[src/rtl/seg7_pkg.sv]
// Seven-segment glyph table and inactive-level constants shared by the scanner.
// Segment vectors are ordered g..a and are active-low.
package seg7_pkg;

    localparam logic [6:0] SEG_OFF = 7'h7F;
    localparam logic       DP_OFF  = 1'b1;

    function automatic logic [6:0] seg7_hex(input logic [3:0] nib);
        logic [6:0] g;
        g = SEG_OFF;
        case (nib)
            4'h0: g = 7'h40;
            4'h1: g = 7'h79;
            4'h2: g = 7'h24;
            4'h3: g = 7'h30;
            4'h4: g = 7'h19;
            4'h5: g = 7'h12;
            4'h6: g = 7'h02;
            4'h7: g = 7'h78;
            4'h8: g = 7'h00;
            4'h9: g = 7'h10;
            4'hA: g = 7'h08;
            4'hB: g = 7'h03;
            4'hC: g = 7'h46;
            4'hD: g = 7'h21;
            4'hE: g = 7'h06;
            4'hF: g = 7'h0E;
            default: g = SEG_OFF;
        endcase
        return g;
    endfunction

endpackage

[src/rtl/seg7_scan_ctrl_slot_timer.sv]
// Slot/digit scan counters: slot_cnt 0..DIV-1, idx advances on each slot wrap.
// frame_tick and phase are combinational from the counters; no backpressure.
module seg7_slot_timer #(
    parameter int  DIV      = 16,
    parameter int  NDIGITS  = 8,
    parameter int  BRIGHT_W = 4,
    localparam int CNT_W    = (DIV > 1) ? $clog2(DIV) : 1,
    localparam int IDX_W    = (NDIGITS > 1) ? $clog2(NDIGITS) : 1
) (
    input  logic                clk,
    input  logic                reset,
    output logic [CNT_W-1:0]    slot_cnt,
    output logic [IDX_W-1:0]    idx,
    output logic [BRIGHT_W-1:0] phase,
    output logic                frame_tick
);

    localparam int STEP = DIV >> BRIGHT_W;

    logic [CNT_W-1:0] slot_cnt_q, slot_cnt_d;
    logic [IDX_W-1:0] idx_q, idx_d;
    logic             slot_wrap, idx_wrap;

    always_comb begin
        slot_wrap  = (slot_cnt_q == CNT_W'(DIV - 1));
        idx_wrap   = (idx_q == IDX_W'(NDIGITS - 1));
        slot_cnt_d = slot_wrap ? '0 : slot_cnt_q + CNT_W'(1);
        idx_d      = idx_q;
        if (slot_wrap) begin
            idx_d = idx_wrap ? '0 : idx_q + IDX_W'(1);
        end
    end

    always_ff @(posedge clk or posedge reset) begin
        if (reset) begin
            slot_cnt_q <= '0;
            idx_q      <= '0;
        end else begin
            slot_cnt_q <= slot_cnt_d;
            idx_q      <= idx_d;
        end
    end

    assign slot_cnt   = slot_cnt_q;
    assign idx        = idx_q;
    assign frame_tick = slot_wrap & idx_wrap;
    // Brightness phase: which of the 2**BRIGHT_W equal sub-slots we are in.
    assign phase      = BRIGHT_W'(slot_cnt_q / CNT_W'(STEP));

endmodule

[src/rtl/seg7_scan_ctrl.sv]
// N-digit multiplexed hex 7-seg scanner with frame-synchronous shadow update, PWM and guard.
// seg/dp/an registered (1 cycle); load always accepted. Optional LZ_SUPPRESS_EN blanks leading zeros.
module seg7_scan_ctrl
    import seg7_pkg::*;
#(
    parameter int NDIGITS   = 8,
    parameter int CLK_HZ    = 100_000_000,
    parameter int SCAN_HZ   = 380,
    parameter int BRIGHT_W  = 4,
    parameter int GUARD_CYC = 16
) (
    input  logic                   clk,
    input  logic                   reset,
    input  logic [4*NDIGITS-1:0]   data_in,
    input  logic [NDIGITS-1:0]     blank_in,
    input  logic [NDIGITS-1:0]     dp_in,
    input  logic                   load,
    input  logic [BRIGHT_W-1:0]    bright,
    output logic                   pending,
    output logic                   frame_tick,
    output logic [6:0]             seg,
    output logic                   dp,
    output logic [NDIGITS-1:0]     an
);

    localparam int DIV   = CLK_HZ / SCAN_HZ;
    localparam int CNT_W = (DIV > 1) ? $clog2(DIV) : 1;
    localparam int IDX_W = (NDIGITS > 1) ? $clog2(NDIGITS) : 1;

    typedef logic [NDIGITS-1:0][3:0] nib_arr_t;

    logic [CNT_W-1:0]    slot_cnt;
    logic [IDX_W-1:0]    idx;
    logic [BRIGHT_W-1:0] phase;

    seg7_slot_timer #(
        .DIV      (DIV),
        .NDIGITS  (NDIGITS),
        .BRIGHT_W (BRIGHT_W)
    ) u_timer (
        .clk        (clk),
        .reset      (reset),
        .slot_cnt   (slot_cnt),
        .idx        (idx),
        .phase      (phase),
        .frame_tick (frame_tick)
    );

    nib_arr_t           pend_data_q, pend_data_d, act_data_q, act_data_d, src_data;
    logic [NDIGITS-1:0] pend_blank_q, pend_blank_d, act_blank_q, act_blank_d, src_blank;
    logic [NDIGITS-1:0] pend_dp_q, pend_dp_d, act_dp_q, act_dp_d, src_dp;
    logic [NDIGITS-1:0] lz_mask;
    logic               pending_q, pending_d;
    logic [6:0]         seg_q, seg_d;
    logic               dp_q, dp_d;
    logic [NDIGITS-1:0] an_q, an_d;
`ifdef LZ_SUPPRESS_EN
    logic               lead;
`endif

    // A load coinciding with the frame boundary bypasses the shadow regs.
    always_comb begin
        src_data  = load ? nib_arr_t'(data_in) : pend_data_q;
        src_blank = load ? blank_in : pend_blank_q;
        src_dp    = load ? dp_in : pend_dp_q;

        lz_mask = '0;
`ifdef LZ_SUPPRESS_EN
        lead = 1'b1;
        for (int i = NDIGITS - 1; i > 0; i--) begin
            if (lead && (src_data[i] == 4'h0) && !src_dp[i]) begin
                lz_mask[i] = 1'b1;
            end else begin
                lead = 1'b0;
            end
        end
`endif

        pend_data_d  = pend_data_q;
        pend_blank_d = pend_blank_q;
        pend_dp_d    = pend_dp_q;
        pending_d    = pending_q;
        act_data_d   = act_data_q;
        act_blank_d  = act_blank_q;
        act_dp_d     = act_dp_q;

        if (frame_tick) begin
            if (load || pending_q) begin
                act_data_d  = src_data;
                act_blank_d = src_blank | lz_mask;
                act_dp_d    = src_dp;
            end
            pending_d = 1'b0;
        end else if (load) begin
            pend_data_d  = nib_arr_t'(data_in);
            pend_blank_d = blank_in;
            pend_dp_d    = dp_in;
            pending_d    = 1'b1;
        end
    end

    // Guard cycles at slot start keep the previous digit's anode off while seg settles.
    always_comb begin
        an_d = '1;
        if ((slot_cnt >= CNT_W'(GUARD_CYC)) && !act_blank_q[idx] &&
            ((phase < bright) || (&bright))) begin
            an_d[idx] = 1'b0;
        end
        seg_d = seg7_hex(act_data_q[idx]);
        dp_d  = ~act_dp_q[idx];
    end

    always_ff @(posedge clk or posedge reset) begin
        if (reset) begin
            pend_data_q  <= '0;
            pend_blank_q <= '1;
            pend_dp_q    <= '0;
            pending_q    <= 1'b0;
            act_data_q   <= '0;
            act_blank_q  <= '1;
            act_dp_q     <= '0;
            seg_q        <= SEG_OFF;
            dp_q         <= DP_OFF;
            an_q         <= '1;
        end else begin
            pend_data_q  <= pend_data_d;
            pend_blank_q <= pend_blank_d;
            pend_dp_q    <= pend_dp_d;
            pending_q    <= pending_d;
            act_data_q   <= act_data_d;
            act_blank_q  <= act_blank_d;
            act_dp_q     <= act_dp_d;
            seg_q        <= seg_d;
            dp_q         <= dp_d;
            an_q         <= an_d;
        end
    end

    assign pending = pending_q;
    assign seg     = seg_q;
    assign dp      = dp_q;
    assign an      = an_q;

endmodule

[config.mk]
export PLATFORM = sky130hd
export DESIGN_NAME = seg7_scan_ctrl
export DESIGN_NICKNAME = d
export VERILOG_FILES = /design/src/rtl/seg7_pkg.sv /design/src/rtl/seg7_scan_ctrl_slot_timer.sv /design/src/rtl/seg7_scan_ctrl.sv
export SDC_FILE = /design/constraint.sdc
export NUM_CORES = 1
export LEC_CHECK = 0
export CAP_MARGIN = 20
export CORE_MARGIN = 2
export CORE_UTILIZATION = 40
export DETAILED_ROUTE_END_ITERATION = 8
export SLEW_MARGIN = 20
export SYNTH_ARGS = -nofsm -noshare
export SYNTH_HDL_FRONTEND = slang
export SYNTH_SLANG_ARGS = --single-unit
[constraint.sdc]
create_clock -name clk -period 6.6 [get_ports clk]
set_input_delay 1.32 -clock clk [delete_from_list [all_inputs] [get_ports clk]]
set_output_delay 1.32 -clock clk [all_outputs]
set_load 0.02 [all_outputs]
==> flow_summary.json <==
{
  "status": "completed",
  "max_clock_freq_ghz": 0.1613,
  "synth_top_area_cell": "dfrtp_1",
  "grt_overflow": 0,
  "cts_sinks": 135,
  "vdd_drop_max_mv": 0.2176,
  "cp_slowest_cell": "or4_1",
  "synth-seq-cells": 135,
  "netlist.area_leader.share_pct": 29.97,
  "ys_warn_count": 0,
  "rsz0062_at_grt": "false",
  "max-slew-margin-rel_pct": 31.86,
  "slew_violations": 0,
  "timing.final.crit_share_pct": 93.91,
  "cp-start-kind": "register",
  "critPathArrivalTime_ns": 6.54,
  "start_util_pct": 40.79,
  "dr_total_vias": 6813,
  "die_h_um": 150.6,
  "drc": 0,
  "critPathTopFamily": "compound AO/OA/AOI/OAI gates",
  "syn_area_um2": 8601,
  "layout_min_cycle_time_ns": 6.198,
  "cp_slowest_stage_delay_ns": 0.65,
  "netlist-cell-type-count": 102,
  "cts_buffers": 17,
  "clk_latency_ns": 0.43,
  "grt_start_max_net_pins": 107,
  "synth-main-ff-cell": "dfrtp_1",
  "setup_viol": 0,
  "path_clk_slew_ns": 0.06,
  "synthArstFlopShare_pct": 100.0,
  "grt_usage_pct": 19.85,
  "setup_ws_ns": 0.4018,
  "finalPower_mw": 2.101,
  "io_buffers": 72,
  "yosysSeqAreaShare_pct": 39.74,
  "hold_viol_final": 0,
  "dpl.hpwl_um": 15880,
  "cts_tree": "done",
  "clock_path_buffers": 2,
  "gp_congestion": 0.9386,
  "max_slew.worst_pin.slew_ns": 1.017,
  "top_level_ports": 73,
  "design.core.area_um2": 21090,
  "fin_skew_ns": 0.01645,
  "syn_inst": 862,
  "fill_cells": 1972,
  "die_area_um2": 22690,
  "rows": 53,
  "detail-route-antenna-nets": 0,
  "routed_wl_um": 21690,
  "n_antenna_cell": 0,
  "synth_edf_count": 0,
  "synth_nets": 932,
  "viasPerCell": 5.571,
  "worstPathRequired_ns": 6.94,
  "antenna_found_initial": 1,
  "layout.nets": 1005,
  "path_buf_inv": 2,
  "grt_pass1_vias": 6487,
  "clock-root-buffer": "clkbuf_16",
  "seq_area_um2": 3418,
  "path_max_fanout": 10,
  "setup-tns-final_ns": 0,
  "min_path_type": "reg2reg",
  "synth_common_cells": "nor2_1 (109), dfrtp_1 (103), a21oi_1 (58)",
  "wl_per_cell_um": 17.74,
  "synthTopCellsByArea": "dfrtp_1 (30%), dfstp_2 (9.8%), mux2_2 (6.7%)",
  "syn_avg_cell_area_um2": 9.978,
  "power_density_nw_per_um2": 203.5,
  "total_leakage_power_nw": 4.354,
  "path_cells": "nor4_4 > nand2_2 > o311a_4 > or4_1 > buf_4 > a311o_1 > and3_1 > a31o_1 > a311oi_2 > o21ai_1 > a211oi_2 > o211a_1 > nor2_1 > ha_1 > a211oi_1 > nor2_1 > a311oi_1 > and2b_1 > nand4_1 > nand4b_1 > nor4_4 > buf_4 > a22oi_1",
  "htreeDepth": 4,
  "dr.first_iter.drc_count": 393,
  "drive_gt1_share_pct": 22.78,
  "synth.most_common_cell": "nor2_1",
  "multi_input_area_um2": 4860,
  "worstSetupEndpointType": "register",
  "die_w_um": 150.6,
  "grt_pass1_wl_um": 35150,
  "maxCapViolCount": 0,
  "dp_slack_ns": 0.4260,
  "area_growth_pct": 20.08,
  "first_pass_iters": 4,
  "crit_type": "reg2reg"
}
-- layer usage --
metal  vias up  share of wire (%)  global-route usage (%)
met1      3332                 49                   29.06
met4         2                1.4                   5.234
met2       161                 44                   29.73
met5         -              0.060                       0
li1       3295                  -                       -
met3        23                5.3                   4.303
-- state kept, by name (all words and copies together) (netlist names) --
name / count
act_dp_q: 8
pending: 1
act_blank_q: 8
u_timer.idx: 3
u_timer.slot_cnt: 19
an: 8
pend_data_q: 32
pend_dp_q: 8
act_data_q: 32
dp: 1
pend_blank_q: 8
seg: 7
-- worst register-to-register path, stage by stage, from the launching register on --
cell and delay [ns]:
dfrtp_1 0.54, nor4_4 0.41, nand2_2 0.10, o311a_4 0.36, or4_1 0.65, buf_4 0.22, a311o_1 0.36, and3_1 0.28
a31o_1 0.26, a311oi_2 0.33, o21ai_1 0.19, a211oi_2 0.31, o211a_1 0.22, nor2_1 0.06, ha_1 0.18, a211oi_1 0.22
nor2_1 0.08, a311oi_1 0.34, and2b_1 0.19, nand4_1 0.09, nand4b_1 0.24, nor4_4 0.23, buf_4 0.19, a22oi_1 0.08
-- where the power goes --
part,total [mW],leakage (nW),switching (mW),internal [mW]
sequential,0.917,1.61,0.0259,0.891
combinational,0.201,2.45,0.0933,0.108
clock,0.983,0.296,0.392,0.591
total,2.10,4.35,0.511,1.59
-- layout make-up --
type                       instances  area share [%]
tap                              275           3.332
sequential                       135           33.10
inverter                          26          0.9935
clock inverter                    13           1.527
timing repair buffer             107           9.595
clock buffer                      19           4.398
multi-input combinational        648           47.06
-- metrics by stage --
stage	area [um2]	util, %	hold slack (ns)	std cells
floorplan	8601	-	0.4668	862
global placement	9682	45.91	0.4879	1189
detailed placement	9682	45.91	0.4917	1189
CTS	10290	48.81	0.5041	1221
global route	10330	48.97	0.5131	1223
finish	10330	48.97	0.5019	1223
-- logic make-up after synthesis --
family | Yosys count | synth area share, %
AND/OR/NAND/NOR | 296 | 18.30
AO/OA/AOI/OAI | 182 | 15.62
flip-flops | 135 | 39.74
multiplexers | 119 | 16.10
buffers and inverters | 79 | 4.059
XOR/XNOR | 35 | 3.870
adder cells (fa/ha/maj) | 16 | 2.299
-- layout by cell type (no fill, tap or decap), types with 24 or more instances in the layout --
master / count
mux2_2: 51
nor2_1: 108
xnor2_1: 24
nand3_1: 24
a21oi_1: 58
clkdlybuf4s50_1: 71
dfrtp_1: 103
buf_4: 34
o21ai_0: 25
nand2_1: 53
mux2i_1: 56
inv_1: 24
dfstp_2: 32
nor3_1: 24
-- timing repair --
| item | in CTS | in global routing |
|---|---|---|
| hold buffers | 0 | 0 |
| gates resized for setup | 0 | 3 |
| endpoints found under the hold margin | 0 | 0 |
| setup buffers | 0 | 1 |
| setup endpoints to repair | 0 | 8 |
-- worst paths after layout --
path | from | to | slack, ns | cells past startpoint
worst max-delay path | u_timer.slot_cnt[17] | an[4] | 0.40 | 23
worst min-delay path | act_blank_q[4] | act_blank_q[4] | 0.50 | 2
worst max register to register | u_timer.slot_cnt[17] | an[4] | 0.40 | 23
worst min register to register | act_blank_q[4] | act_blank_q[4] | 0.50 | 2
max in group asynchronous | reset | pend_blank_q[6] | 4.08 | 3
min in group asynchronous | reset | u_timer.slot_cnt[14] | 1.48 | 2
Note: power is estimated with default switching activity, not from simulation.
